==> src/rtl/serial_subtractor.sv <==
`default_nettype none
// +--------------------------------------------------------------------------+
// | serial_subtractor : bit-serial unsigned A-B, LSB first, start/done       |
// | Revision 1.0                                                             |
// +--------------------------------------------------------------------------+

module half_subtractor (
   input  logic a,
   input  logic b,
   output logic diff,
   output logic borrow
);
   assign diff   = a ^ b;
   assign borrow = ~a & b;
endmodule

module serial_subtractor #(
   parameter int WIDTH = 8
) (
   input  logic             clk,
   input  logic             rst,
   input  logic             start,
   input  logic [WIDTH-1:0] A,
   input  logic [WIDTH-1:0] B,
   output logic             busy,
   output logic             done,
   output logic [WIDTH-1:0] diff,
   output logic             borrow
);

   localparam int CW = $clog2(WIDTH) + 1;
   localparam logic [CW-1:0] C_LAST_CNT = CW'(WIDTH - 1);

   typedef enum logic [1:0] {
      S_IDLE = 2'd0,
      S_RUN  = 2'd1,
      S_DONE = 2'd2
   } state_t;

   state_t           state_q, state_d;
   logic [WIDTH-1:0] sa_q, sa_d;
   logic [WIDTH-1:0] sb_q, sb_d;
   logic [WIDTH-1:0] sr_q, sr_d;
   logic             br_q, br_d;
   logic [CW-1:0]    cnt_q, cnt_d;
   logic [WIDTH-1:0] diff_q, diff_d;
   logic             borrow_q, borrow_d;
   logic             busy_q, busy_d;
   logic             done_q, done_d;

   logic w_hs0_diff, w_hs0_borrow;
   logic w_step_diff, w_hs1_borrow;
   logic w_br_next;

   // One full-subtractor step: two half-subtractor stages joined by a borrow OR.
   half_subtractor u_hs0 (
      .a      (sa_q[0]),
      .b      (sb_q[0]),
      .diff   (w_hs0_diff),
      .borrow (w_hs0_borrow)
   );

   half_subtractor u_hs1 (
      .a      (w_hs0_diff),
      .b      (br_q),
      .diff   (w_step_diff),
      .borrow (w_hs1_borrow)
   );

   assign w_br_next = w_hs0_borrow | w_hs1_borrow;

   always_comb begin
      state_d  = state_q;
      sa_d     = sa_q;
      sb_d     = sb_q;
      sr_d     = sr_q;
      br_d     = br_q;
      cnt_d    = cnt_q;
      diff_d   = diff_q;
      borrow_d = borrow_q;

      case (state_q)
         S_RUN: begin
            sa_d  = sa_q >> 1;
            sb_d  = sb_q >> 1;
            sr_d  = {w_step_diff, sr_q[WIDTH-1:1]};
            br_d  = w_br_next;
            cnt_d = cnt_q + CW'(1);
            if (cnt_q == C_LAST_CNT) begin
               diff_d   = {w_step_diff, sr_q[WIDTH-1:1]};
               borrow_d = w_br_next;
               state_d  = S_DONE;
            end
         end
         default: begin
            // IDLE and DONE both accept a new request, giving back-to-back issue.
            if (start) begin
               sa_d    = A;
               sb_d    = B;
               sr_d    = '0;
               br_d    = 1'b0;
               cnt_d   = '0;
               state_d = S_RUN;
            end else begin
               state_d = S_IDLE;
            end
         end
      endcase

      busy_d = (state_d == S_RUN);
      done_d = (state_d == S_DONE);
   end

   always_ff @(posedge clk) begin
      if (rst) begin
         state_q  <= S_IDLE;
         sa_q     <= '0;
         sb_q     <= '0;
         sr_q     <= '0;
         br_q     <= 1'b0;
         cnt_q    <= '0;
         diff_q   <= '0;
         borrow_q <= 1'b0;
         busy_q   <= 1'b0;
         done_q   <= 1'b0;
      end else begin
         state_q  <= state_d;
         sa_q     <= sa_d;
         sb_q     <= sb_d;
         sr_q     <= sr_d;
         br_q     <= br_d;
         cnt_q    <= cnt_d;
         diff_q   <= diff_d;
         borrow_q <= borrow_d;
         busy_q   <= busy_d;
         done_q   <= done_d;
      end
   end

   assign busy   = busy_q;
   assign done   = done_q;
   assign diff   = diff_q;
   assign borrow = borrow_q;

endmodule
`default_nettype wire

==> config.mk <==
export PLATFORM = sky130hd
export DESIGN_NAME = serial_subtractor
export DESIGN_NICKNAME = d
export VERILOG_FILES = /design/src/rtl/serial_subtractor.sv
export SDC_FILE = /design/constraint.sdc
export NUM_CORES = 1
export LEC_CHECK = 0
export CAP_MARGIN = 20
export CELL_PAD_IN_SITES_DETAIL_PLACEMENT = 1
export CELL_PAD_IN_SITES_GLOBAL_PLACEMENT = 2
export CORE_MARGIN = 4
export CORE_UTILIZATION = 35
export DETAILED_ROUTE_END_ITERATION = 16
export PLACE_DENSITY_LB_ADDON = 0.1
export SYNTH_ARGS = -nofsm -noshare
export SYNTH_HDL_FRONTEND = slang
export SYNTH_SLANG_ARGS = --single-unit
export TNS_END_PERCENT = 20
==> constraint.sdc <==
create_clock -name clk -period 2.6 [get_ports clk]
set_input_delay 0.39 -clock clk [delete_from_list [all_inputs] [get_ports clk]]
set_output_delay 0.39 -clock clk [all_outputs]
set_load 0.03 [all_outputs]
==> impl_metrics.ini, run 1 <==
[outcome]
outcome = complete, no violations

[yosys]
ys_types = 28
synthArstFlopShare_pct = 0
synthFlopType = dfxtp_1
synth_compound_area_share_pct = 19.09
synth_top_family_by_area = compound AO/OA/AOI/OAI gates
syn-cell-area_um2 = 1710
synthCells = 162
synthAdderAreaFrac_pct = 1.902
ys_seq_elements = 41
synth.area.top_cells = dfxtp_1 48%, mux2i_1 9.4%, a211oi_2 7.3%
synth-edff-count = 0
synth_xor_area_share_pct = 0
synth_top_area_share_pct = 47.99
synth_largest_area_cell = dfxtp_1
syn-num-nets = 183
yosys_warnings = 0
syn_area_per_cell_um2 = 10.56
synthMuxAreaShare_pct = 10.02
synth_simple_gate_area_share_pct = 14.26
synth-seq-area-share_pct = 47.99

[sta]
final.setup.tns_ns = 0
hold_viol = 0
max_freq_mhz = 581.8
drv_slew = 0
setup_ws_ns = 0.8812
finalSetupViolations = 0
skew_ns = 0.004189
finalCritPeriodShare_pct = 66.11
relSlewSlack_pct = 64.88
tightest_slew_ns = 0.5256
rsz0062_at_grt = no
layout_min_cycle_time_ns = 1.719

[critical_path]
required_ns = 2.21
crit_fanout = 2
critPathArrivalTime_ns = 1.33
regToRegSetupSlack_ns = 0.98
max_stage_delay_ns = 0.68
endpoint_kind = primary output
critPathKind = reg -> out
cp-start-kind = flip-flop
cp_slowest_cell = clkdlybuf4s50_1
worst-path-buf-inv = 1
crit_chain = clkdlybuf4s50_1
critical_path.top_delay_family = buffers and inverters

[routing]
wl_per_cell_um = 14.59
drt_iter0_drc = 55
first_pass_iters = 4
vias = 1281
routed_wl_um = 3735
antenna_left = 0
drc = 0
vias_per_cell = 5.004

[run]
drv_cap = 0

[cts]
cts_tree = yes
clock_latency_ns = 0.28
cts.sinks = 41
clk_path_buf_depth = 2
hold_buffers = 0
post_cts_resized = 0
path_clk_slew_ns = 0.07
cts-root-buf = clkbuf_8
cts_buffers = 5
htree_levels = 2
cts_setup_buffers = 0

[floorplan]
core_area_um2 = 4723
initial_core_util_pct = 36.21
die_h_um = 77.91
row_count = 25
dieArea_um2 = 6069
ios = 30
die_x_um = 77.91

[power_and_ir_drop]
p_leak_uw = 0.0007921
ir_drop_mv = 0.2574
powerDensity_nw_per_um2 = 582.0

[cells_and_area]
nets = 210
layout_common_cells = 41 x dfxtp_1, 29 x clkdlybuf4s50_1, 16 x mux2i_1
stdcell_count = 256
synthToLayoutAreaGrowth_pct = 23.26
mostFrequentLayoutCell = dfxtp_1
drive_gt1_share_pct = 12.17
num-fill-cells = 525
antennaDiodeCount = 0

[grt]
grt_pass1_vias = 1412
track_usage_pct = 13.32
grt_busiest_layer = met2
grt_max_degree = 29
antenna_found_initial = 0
grtUsageMet1_pct = 16.32
grt_use_met2_pct = 21.66
grt_pass1_wl_um = 6403
grtUsageMet3_pct = 4.524
grt_overflow = 0

[placed_design]
dpl.cell_count = 249
dpl_worst_slack_ns = 0.8095
gp_congestion = 0.6682
hpwl_um = 2493
io_buffers = 29

[hold_path]
hp-class = reg -> reg
==> final timing paths <==
check                                           start                   end  cells past startpoint
worst min register to register   sr_q[7]$_SDFFE_PP0P_  sr_q[6]$_SDFFE_PP0P_                      2
worst max-delay path             diff[0]$_SDFFE_PP0P_               diff[0]                      1
worst max register to register  state_q[1]$_SDFF_PP0_  sb_q[0]$_SDFFE_PP0P_                      4
worst min-delay path             sr_q[7]$_SDFFE_PP0P_  sr_q[6]$_SDFFE_PP0P_                      2
==> cell families after synthesis <==
| kind of cell | Yosys count |
|---|---|
| and+or+nand+nor | 45 |
| DFF | 41 |
| AOI/OAI and AO/OA | 39 |
| buffers and inverters | 18 |
| muxes | 17 |
| adders and majority gates | 2 |
==> per-layer routing <==
metal  wire [um]  vias to the layer above
met5           0                        -
met4          48                        0
met3         187                        6
met2        1738                       27
met1        1760                      620
li1            -                      628
==> report_power, final <==
| part | switching (uW) | internal [uW] | total, uW |
|---|---|---|---|
| clock | 200 | 211 | 411 |
| combinational | 75.6 | 72.5 | 148 |
| sequential | 14.0 | 654 | 668 |
| total | 290 | 937 | 1230 |
==> synthesized netlist by cell type (3+ instances only) <==
cell and number:
nand3b_1 9, a21oi_1 11, nor2_1 14, nand2_1 9, dfxtp_1 41, a211oi_1 5, a211oi_2 10, buf_6 4
inv_1 4, buf_2 5, buf_4 3, a22o_1 9, or3_1 3, mux2i_1 16
==> layout make-up <==
cell class / instances / area [um2] / share of cell area, %
clock buffer: 7 / 86.33 / 4.095
inverter: 4 / 15.01 / 0.7122
multi-input combinational: 103 / 774.5 / 36.74
sequential: 41 / 820.8 / 38.93
tap: 67 / 83.83 / 3.976
timing repair buffer: 34 / 327.8 / 15.55
==> flip-flops by register name, summed over array words and instances (netlist names) <==
name,flops
cnt_q,4
state_q,2
busy,1
sb_q,8
br_q,1
borrow,1
done,1
diff,8
sa_q,8
sr_q,7
==> metrics by stage <==
| step | hold WS (ns) | util (%) | power (uW) | instance area, um2 |
|---|---|---|---|---|
| global placement | 0.4570 | 42.81 | 828.4 | 2022 |
| floorplan | 0.4452 | - | 786.2 | 1710 |
| global route | 0.5000 | 44.64 | 1286 | 2108 |
| detailed placement | 0.4629 | 42.81 | 833.3 | 2022 |
| CTS | 0.4773 | 44.64 | 1252 | 2108 |
| finish | 0.4702 | 44.64 | 1227 | 2108 |
Note: power is estimated with default switching activity, not from simulation.
==> run 2: changes to the inputs <==
--- a/config.mk
+++ b/config.mk
@@ -9,7 +9,7 @@
 export CELL_PAD_IN_SITES_DETAIL_PLACEMENT = 1
 export CELL_PAD_IN_SITES_GLOBAL_PLACEMENT = 2
 export CORE_MARGIN = 4
-export CORE_UTILIZATION = 35
+export CORE_UTILIZATION = 29
 export DETAILED_ROUTE_END_ITERATION = 16
 export PLACE_DENSITY_LB_ADDON = 0.1
 export SYNTH_ARGS = -nofsm -noshare
==> constraint.sdc (replaced) <==
create_clock -name clk -period 1.47 [get_ports clk]
set_input_delay 0.2205 -clock clk [delete_from_list [all_inputs] [get_ports clk]]
set_output_delay 0.2205 -clock clk [all_outputs]
set_load 0.03 [all_outputs]
==> run 2 against run 1 <==
Routed wire length is 0.88% higher. Clock skew is 0.00080 ns lower. Register-to-register slack worse by 0.77 ns. Global-route usage is 1.8 points lower. Via count is 0.55% higher. Final area is 1.8% higher. Largest power group unchanged. First-iteration DRC count is 25% lower. Final cell count is 4.3% higher. Critical path type is now reg -> reg. Sequential share of layout area is 0.68 points lower. Setup slack worse by 0.67 ns. Critical path depth is 3 higher.
==> impl_metrics.ini, run 2 (synthesis gave the netlist of run 1 again) <==
[floorplan]
die_h_um = 84.80
initial_core_util_pct = 30.50
core_area_um2 = 5608
die_x_um = 84.80
ios = 30
row_count = 27
dieArea_um2 = 7190

[sta]
finalSetupViolations = 0
hold_viol = 0
finalCritPeriodShare_pct = 85.72
max_freq_mhz = 793.6
layout_min_cycle_time_ns = 1.260
tightest_slew_ns = 0.3064
skew_ns = 0.003391
drv_slew = 0
rsz0062_at_grt = no
relSlewSlack_pct = 79.65
setup_ws_ns = 0.2100

[critical_path]
critPathLaunch = cnt_q[0]$_SDFFE_PP0P_
endpoint_kind = flip-flop
crit_chain = ha_1, and3_1, buf_4, a22o_1
crit_fanout = 10
cp-start-kind = flip-flop
cp_slowest_cell = dfxtp_1
r2r-start = cnt_q[0]$_SDFFE_PP0P_
required_ns = 1.65
critPathKind = reg -> reg
max_stage_delay_ns = 0.34
critPathArrivalTime_ns = 1.44

[cells_and_area]
finish.instance_area_um2 = 2146
stdcell_count = 267
synthToLayoutAreaGrowth_pct = 25.46
num-fill-cells = 656
antennaDiodeCount = 0
nets = 216
final_util_pct = 38.26
layout_common_cells = 41 x dfxtp_1, 18 x clkdlybuf4s50_1, 16 x mux2i_1
mostFrequentLayoutCell = dfxtp_1
drive_gt1_share_pct = 14.87

[placed_design]
gp_congestion = 0.7475
dpl_worst_slack_ns = -0.08390
hpwl_um = 2738
post_dp_cell_area_um2 = 2073
io_buffers = 29
dpl.cell_count = 260

[power_and_ir_drop]
p_leak_uw = 0.0008728
powerDensity_nw_per_um2 = 1018
power.total_uw = 2185
ir_drop_mv = 0.4373

[routing]
drc = 0
drt_iter0_drc = 41
vias = 1288
vias_per_cell = 4.824
routed_wl_um = 3768
first_pass_iters = 4
antenna_left = 0
wl_per_cell_um = 14.11

[cts]
clk_path_buf_depth = 2
cts-root-buf = clkbuf_8
path_clk_slew_ns = 0.07
cts_buffers = 5
cts.sinks = 41
cts_setup_buffers = 0
clock_latency_ns = 0.29
htree_levels = 2
cts_tree = yes

[grt]
track_usage_pct = 11.50
grt_pass1_vias = 1391
antenna_found_initial = 0
grt_pass1_wl_um = 6665
grt_max_degree = 20
grt_overflow = 0

[run]
drv_cap = 0

[hold_path]
worstHoldStart = diff[7]$_SDFFE_PP0P_
hp-class = reg -> reg

[outcome]
outcome = complete, no violations
run 2: changes by cell type in the layout (fill, tap and decap cells not counted), sizes merged:
cell	previous run	this run
dlygate4sd2	0	11
buf	5	11
clkdlybuf4s50	29	18
run 2: power by group:
group | internal (uW) | switching [uW] | leakage, uW
sequential | 1160 | 24.3 | 0.000335
combinational | 137 | 136 | 0.000494
clock | 372 | 359 | 0.0000443
run 2: path summary, 6_finish.rpt:
| path | end | slack, ns | cells after the start |
|---|---|---|---|
| worst max-delay path | diff[4]$_SDFFE_PP0P_ | 0.21 | 4 |
| worst min-delay path | diff[7]$_SDFFE_PP0P_ | 0.47 | 1 |
| worst max register to register | diff[4]$_SDFFE_PP0P_ | 0.21 | 4 |
| worst min register to register | diff[7]$_SDFFE_PP0P_ | 0.47 | 1 |
run 2: cell type report:
class                   count  area [um2]  share of cell area [%]
inverters                   4       15.01                  0.6997
well taps                  72       90.09                   4.198
clock buffers               7       86.33                   4.023
flip-flops and latches     41       820.8                   38.25
multi-input cells         103       774.5                   36.09
repair buffers             40       359.1                   16.73
run 2: critical path: cells and delay by family, from the launching register on:
family / cells / cell delay [ns]
simple gates: 1 / 0.16
compound gates: 1 / 0.23
flops: 1 / 0.34
fa+ha+maj: 1 / 0.25
buf+inv: 1 / 0.17
run 2: stage by stage:
step | hold slack [ns] | TNS, ns
3_3_place_gp | 0.4575 | -0.2758
2_1_floorplan | 0.4158 | 0
4_1_cts | 0.4783 | 0
3_5_place_dp | 0.4648 | -0.7369
5_1_grt | 0.4850 | 0
6_report | 0.4669 | 0
run 2: metal layers:
layer | global-route usage, % | wire, um
met1 | 13.72 | 1668
met2 | 19.22 | 1881
met3 | 4.024 | 165
met4 | 3.885 | 53
met5 | 0 | 0
run 2: timing repair:
action                                  in CTS  in global routing
endpoints found under the setup margin      11                  0
hold buffers                                 0                  0
resized for setup                           11                  0
